$ cat config.mk
export PLATFORM = sky130hd
export DESIGN_NAME = ex_stage
export DESIGN_NICKNAME = d
export VERILOG_FILES = /design/src/rtl/ex_stage.sv
export SDC_FILE = /design/constraint.sdc
export NUM_CORES = 2
export LEC_CHECK = 0
export ABC_AREA = 0
export CORE_MARGIN = 2
export CORE_UTILIZATION = 48
export CTS_BUF_LIST = sky130_fd_sc_hd__clkbuf_8
export DETAILED_ROUTE_END_ITERATION = 8
export HOLD_SLACK_MARGIN = 0.15
export PLACE_DENSITY = 0.82
export SLEW_MARGIN = 15
export SYNTH_ARGS = -nofsm -noshare
export SYNTH_HDL_FRONTEND = slang
export SYNTH_HIERARCHICAL = 1
export SYNTH_SLANG_ARGS = --single-unit
$ cat constraint.sdc
create_clock -name clk -period 16.4 [get_ports clk]
set_input_delay 3.28 -clock clk [delete_from_list [all_inputs] [get_ports clk]]
set_output_delay 3.28 -clock clk [all_outputs]
set_load 0.03 [all_outputs]
$ cat src/rtl/ex_stage.sv
`default_nettype none
// ============================================================================
// Module   : ex_stage (with ex_pkg and alu)
// Brief    : RV64 execute stage. Operand select, combinational ALU and a
//            2-entry in-order output buffer. Optional macro EX_FWD_EN enables
//            rs1/rs2 bypass from buffered results.
// Revision : 1.0
// ============================================================================

package ex_pkg;
    typedef enum logic [3:0] {
        ALU_ADD  = 4'd0,
        ALU_SUB  = 4'd1,
        ALU_SLL  = 4'd2,
        ALU_SLT  = 4'd3,
        ALU_SLTU = 4'd4,
        ALU_XOR  = 4'd5,
        ALU_SRL  = 4'd6,
        ALU_SRA  = 4'd7,
        ALU_OR   = 4'd8,
        ALU_AND  = 4'd9
    } alu_op;
endpackage

module alu #(
    parameter int XLEN = 64
) (
    input  ex_pkg::alu_op   op,
    input  logic            is_word,
    input  logic [XLEN-1:0] a,
    input  logic [XLEN-1:0] b,
    output logic [XLEN-1:0] result
);
    import ex_pkg::*;

    logic [5:0]      w_shamt;
    logic [XLEN-1:0] w_a_zx;
    logic [XLEN-1:0] w_a_sx;
    logic [XLEN-1:0] w_raw;

    // W-forms shift the low word only, so the shifted-in bits must come from bit 31
    assign w_shamt = is_word ? {1'b0, b[4:0]} : b[5:0];
    assign w_a_zx  = is_word ? {{(XLEN-32){1'b0}}, a[31:0]} : a;
    assign w_a_sx  = is_word ? {{(XLEN-32){a[31]}}, a[31:0]} : a;

    always_comb begin
        w_raw = '0;
        case (op)
            ALU_ADD:  w_raw = a + b;
            ALU_SUB:  w_raw = a - b;
            ALU_SLL:  w_raw = a << w_shamt;
            ALU_SLT:  w_raw = {{(XLEN-1){1'b0}}, ($signed(a) < $signed(b))};
            ALU_SLTU: w_raw = {{(XLEN-1){1'b0}}, (a < b)};
            ALU_XOR:  w_raw = a ^ b;
            ALU_SRL:  w_raw = w_a_zx >> w_shamt;
            ALU_SRA:  w_raw = $signed(w_a_sx) >>> w_shamt;
            ALU_OR:   w_raw = a | b;
            ALU_AND:  w_raw = a & b;
            default:  w_raw = '0;
        endcase
    end

    assign result = is_word ? {{(XLEN-32){w_raw[31]}}, w_raw[31:0]} : w_raw;
endmodule

module ex_stage #(
    parameter int XLEN  = 64,
    parameter int DEPTH = 2
) (
    input  logic            clk,
    input  logic            rst,
    input  logic            flush,
    input  logic            in_valid,
    output logic            in_ready,
    input  logic [XLEN-1:0] in_pc,
    input  logic [4:0]      in_rs1,
    input  logic [4:0]      in_rs2,
    input  logic [XLEN-1:0] in_rs1_val,
    input  logic [XLEN-1:0] in_rs2_val,
    input  logic [XLEN-1:0] in_imm,
    input  logic            in_src1_pc,
    input  logic            in_src2_imm,
    input  ex_pkg::alu_op   in_op,
    input  logic            in_is_word,
    input  logic [4:0]      in_rd,
    input  logic            in_rd_wen,
    output logic            out_valid,
    input  logic            out_ready,
    output logic [XLEN-1:0] out_pc,
    output logic [XLEN-1:0] out_result,
    output logic [4:0]      out_rd,
    output logic            out_rd_wen
);
    localparam logic [1:0] c_full = 2'(DEPTH);

    logic [XLEN-1:0] r_pc  [DEPTH];
    logic [XLEN-1:0] r_res [DEPTH];
    logic [4:0]      r_rd  [DEPTH];
    logic            r_wen [DEPTH];
    logic            r_head;
    logic [1:0]      r_count;

    logic            w_push;
    logic            w_pop;
    logic            w_tail;
    logic            w_has;
    logic [XLEN-1:0] w_rs1;
    logic [XLEN-1:0] w_rs2;
    logic [XLEN-1:0] w_op1;
    logic [XLEN-1:0] w_op2;
    logic [XLEN-1:0] w_alu_res;

`ifdef EX_FWD_EN
    logic w_young;

    // The younger entry is checked last so it overrides an older match
    always_comb begin
        w_young = ~r_head;
        w_rs1   = in_rs1_val;
        w_rs2   = in_rs2_val;
        if (r_count != 2'd0 && r_wen[r_head] && r_rd[r_head] != 5'd0) begin
            if (r_rd[r_head] == in_rs1) w_rs1 = r_res[r_head];
            if (r_rd[r_head] == in_rs2) w_rs2 = r_res[r_head];
        end
        if (r_count == c_full && r_wen[w_young] && r_rd[w_young] != 5'd0) begin
            if (r_rd[w_young] == in_rs1) w_rs1 = r_res[w_young];
            if (r_rd[w_young] == in_rs2) w_rs2 = r_res[w_young];
        end
    end
`else
    logic [9:0] w_unused_rs;

    assign w_unused_rs = {in_rs1, in_rs2};
    assign w_rs1       = in_rs1_val;
    assign w_rs2       = in_rs2_val;
`endif

    assign w_op1 = in_src1_pc  ? in_pc  : w_rs1;
    assign w_op2 = in_src2_imm ? in_imm : w_rs2;

    alu #(.XLEN(XLEN)) u_alu (
        .op      (in_op),
        .is_word (in_is_word),
        .a       (w_op1),
        .b       (w_op2),
        .result  (w_alu_res)
    );

    assign in_ready = !rst && (r_count < c_full);
    assign w_has    = !rst && (r_count != 2'd0);
    assign w_push   = in_valid && in_ready && !flush;
    assign w_pop    = out_valid && out_ready && !flush;
    // With two entries the tail is the head when empty, the other slot otherwise
    assign w_tail   = r_head ^ r_count[0];

    always_ff @(posedge clk) begin
        if (rst) begin
            r_head  <= 1'b0;
            r_count <= 2'd0;
            for (int i = 0; i < DEPTH; i++) begin
                r_pc[i]  <= '0;
                r_res[i] <= '0;
                r_rd[i]  <= '0;
                r_wen[i] <= 1'b0;
            end
        end else if (flush) begin
            r_count <= 2'd0;
        end else begin
            if (w_push) begin
                r_pc[w_tail]  <= in_pc;
                r_res[w_tail] <= w_alu_res;
                r_rd[w_tail]  <= in_rd;
                r_wen[w_tail] <= in_rd_wen;
            end
            if (w_pop) begin
                r_head <= ~r_head;
            end
            case ({w_push, w_pop})
                2'b10:   r_count <= r_count + 2'd1;
                2'b01:   r_count <= r_count - 2'd1;
                default: r_count <= r_count;
            endcase
        end
    end

    assign out_valid  = w_has;
    assign out_pc     = w_has ? r_pc[r_head]  : '0;
    assign out_result = w_has ? r_res[r_head] : '0;
    assign out_rd     = w_has ? r_rd[r_head]  : '0;
    assign out_rd_wen = w_has ? r_wen[r_head] : 1'b0;
endmodule
`default_nettype wire

==> results.cfg <==
[routing]
dr.pass1.iters = 9
vias = 37300
wl_per_cell_um = 31.2
finalWirelength_mm = 171
ant_nets = 0
drc = 0
vias_per_cell = 6.81
initialDrtViolationCount = 5671

[placed_design]
io_buffers = 409
place_area_sq_mm = 0.0385
gp_congestion = 1.10
dp_hpwl_mm = 133

[pwr]
power_density_mw_per_mm2 = 73.4
total_leakage_power_nw = 14.9
vdd_drop_max_v = 0.0000777

[die]
die-area_sq_mm = 0.0731
die_w_um = 270
core_area_sq_mm = 0.0701
num_rows = 97
ioPinCount = 420
die_y_um = 270
initial_core_util = 0.485

[cells_and_area]
drive_above_1_share = 0.0883
final_area_sq_mm = 0.0394
area_delta_synth_final_pct = 15.8
nNetsFinal = 4979
fin_util = 0.562

[sta]
finalHoldViolCount = 0
period_needed_ns = 9.67
fmaxAchievable_mhz = 103
slew_headroom = 0.0648
slew_violations = 0
worstMarginPinSlew_ns = 1.40
finalSetupViolCount = 0
min_period_over_period = 0.590
holdWs_ns = 0.556
final.setup_skew_ns = 0.0642
grt_setup_unrepaired = false
setup-tns-final_ns = 0

[cts]
tritoncts = done
cts_buffers = 47
htree_num_levels = 2
cts.sinks = 272
cts_hold_buf = 0
clockBufferDepth = 3
clockRootBuffer = clkbuf_8
clock_latency_ns = 0.67
postCtsSetupBuffers = 0
post_cts_resized = 0
path_clk_slew_ns = 0.06

[hold_path]
hp-class = reg2reg
min_from = r_head
holdPathStages = 2

[synth]
synth_edf_count = 268
yosysWarnings = 6
synth-main-ff-cell = edfxtp_1
syn_nets = 4778
synth_area_sq_mm = 0.0341
synth_area_leader_cell = edfxtp_1
synth_top_cell_area_share = 0.236
synth.avg_cell_area_sq_um = 7.93
synth_cell_types = 101
yosysSeqAreaShare = 0.239
syn_inst = 4295
async_reset_ff_frac = 0
synthTopCellsByArea = edfxtp_1 (24%), mux2i_1 (7.7%), ha_1 (7.2%)
synth_seq_cells = 272

[critical_path]
startpoint_type = primary input
crit_path_top_delay_cell = or2_4
r2r_start = r_count[1]
worstSetupEndpointType = primary output
rrSetupSlack_ns = 12.80
path_max_fanout = 69
crit_type = in2out
r2r_end = r_res[1][40]
startpoint = rst
crit_buf_inv = 3
worst_path_most_repeated_cell = clkdlybuf4s50_1
critical_path_required_ns = 13.12
max_stage_delay_ns = 0.75
critPathTopFamily = buffers and inverters
cp.arrival_ns = 6.39
path_cells = clkdlybuf4s50_1 > or2_4 > buf_4 > nor2_1 > clkdlybuf4s50_1
reg2reg_depth = 4

[global_routing]
antenna_found_initial = 10
grt_pass1_vias = 34700
grt.total_usage = 0.449
overflow = 0
grt_max_degree = 147
grt_pass1_wl_mm = 242

[status]
status = finished, final reports clean

[run]
drv_cap = 0
[Yosys cell counts, types with 27 or more instances]
master    instances
a22oi_1          50
o31ai_1          42
edfxtp_1        268
ha_1            197
a221oi_1         72
nand3_1          65
mux2i_1         261
nor4_1           28
nand4_1          27
a21oi_1         380
nor3_1           68
a31oi_1          30
nand2_1         277
o211ai_1         75
buf_1            70
nand2b_1         32
o21ai_0         246
clkbuf_1        192
and2_1          285
nor2_1          553
mux4_2           37
xnor2_1          61
buf_2            44
a21o_1           30
o21bai_1         46
o21ai_1          71
mux2_2          164
inv_1           188
o22ai_1          34
o221ai_1         29
a211oi_1         63
[metrics by stage]
stage | cells | worst slack [ns] | total power, mW
floorplan | 4295 | 7.32 | 1.68
CTS | 5469 | 6.81 | 2.82
detailed placement | 5387 | 6.55 | 2.22
finish | 5481 | 6.73 | 2.90
global route | 5472 | 6.62 | 2.98
global placement | 5387 | 6.65 | 2.22
[flip-flops by register name (all words and copies together) (netlist names), named ones only]
register and cells:
r_res 128, r_rd 10, r_count 2, r_wen 2, r_pc 128, r_head 1
[how the worst max path moves through the flow]
stage / cells after the start / to
finish: 5 / out_result[42]
global route: 5 / out_pc[61]
detailed placement: 16 / r_res[1][46]
floorplan: 23 / r_res[1][49]
CTS: 5 / out_pc[61]
global placement: 16 / r_res[1][46]
[kinds of logic after synthesis]
logic type	count (synthesis)	synth area share
fa+ha+maj	199	0.0736
mux	469	0.158
xor+xnor	66	0.0170
simple gates	1431	0.199
buf+inv	540	0.0658
compound gates	1318	0.248
flops	272	0.239
[placed cells by master (no fill, tap or decap), drive strengths merged, types with 15 or more instances in the layout]
cell,n
nand4,27
ha,197
o221ai,29
a22oi,50
o31ai,44
nor3,68
nor4,28
a21oi,381
nand2,278
or2,16
mux2,170
a31oi,31
nor2b,27
nand2b,32
mux2i,262
nand3,65
o21ai,318
o21a,15
clkinv,23
inv,208
a221oi,73
buf,83
edfxtp,268
a21o,30
clkbuf,53
or3,18
a211oi,63
clkdlybuf4s50,405
o211ai,76
o21bai,46
xnor2,61
o22ai,34
nor2,554
mux4,37
and2,285
a211o,17
[report_power, final]
part,internal [mW],switching (mW),leakage [nW]
clock network,0.296,0.298,0.475
logic,0.473,1.02,11.7
registers,0.799,0.00991,2.81
[layout make-up]
class / instances / area, sq um
Fill cell: 6614 / 30700
Clock buffer: 53 / 729
Antenna cell: 12 / 30.0
Clock inverter: 29 / 143
Sequential cell: 272 / 8130
Tap cell: 940 / 1180
Inverter: 204 / 768
Multi-Input combinational cell: 3483 / 23800
Timing Repair Buffer: 488 / 4690
[worst register-to-register path, stage by stage (launching register included)]
cell	delay [ns]
dfxtp_1	0.36
or4b_4	0.61
nor2b_4	0.75
or2_4	0.60
buf_4	0.77
[routing by layer]
layer / track usage / wire [um] / vias to the layer above
met5: 0.00263 / 86 / -
met4: 0.189 / 8180 / 12
met3: 0.158 / 23500 / 440
met2: 0.641 / 70200 / 2581
met1: 0.609 / 68900 / 18100
li1: - / - / 16100
(Power assumes the default switching activity.)
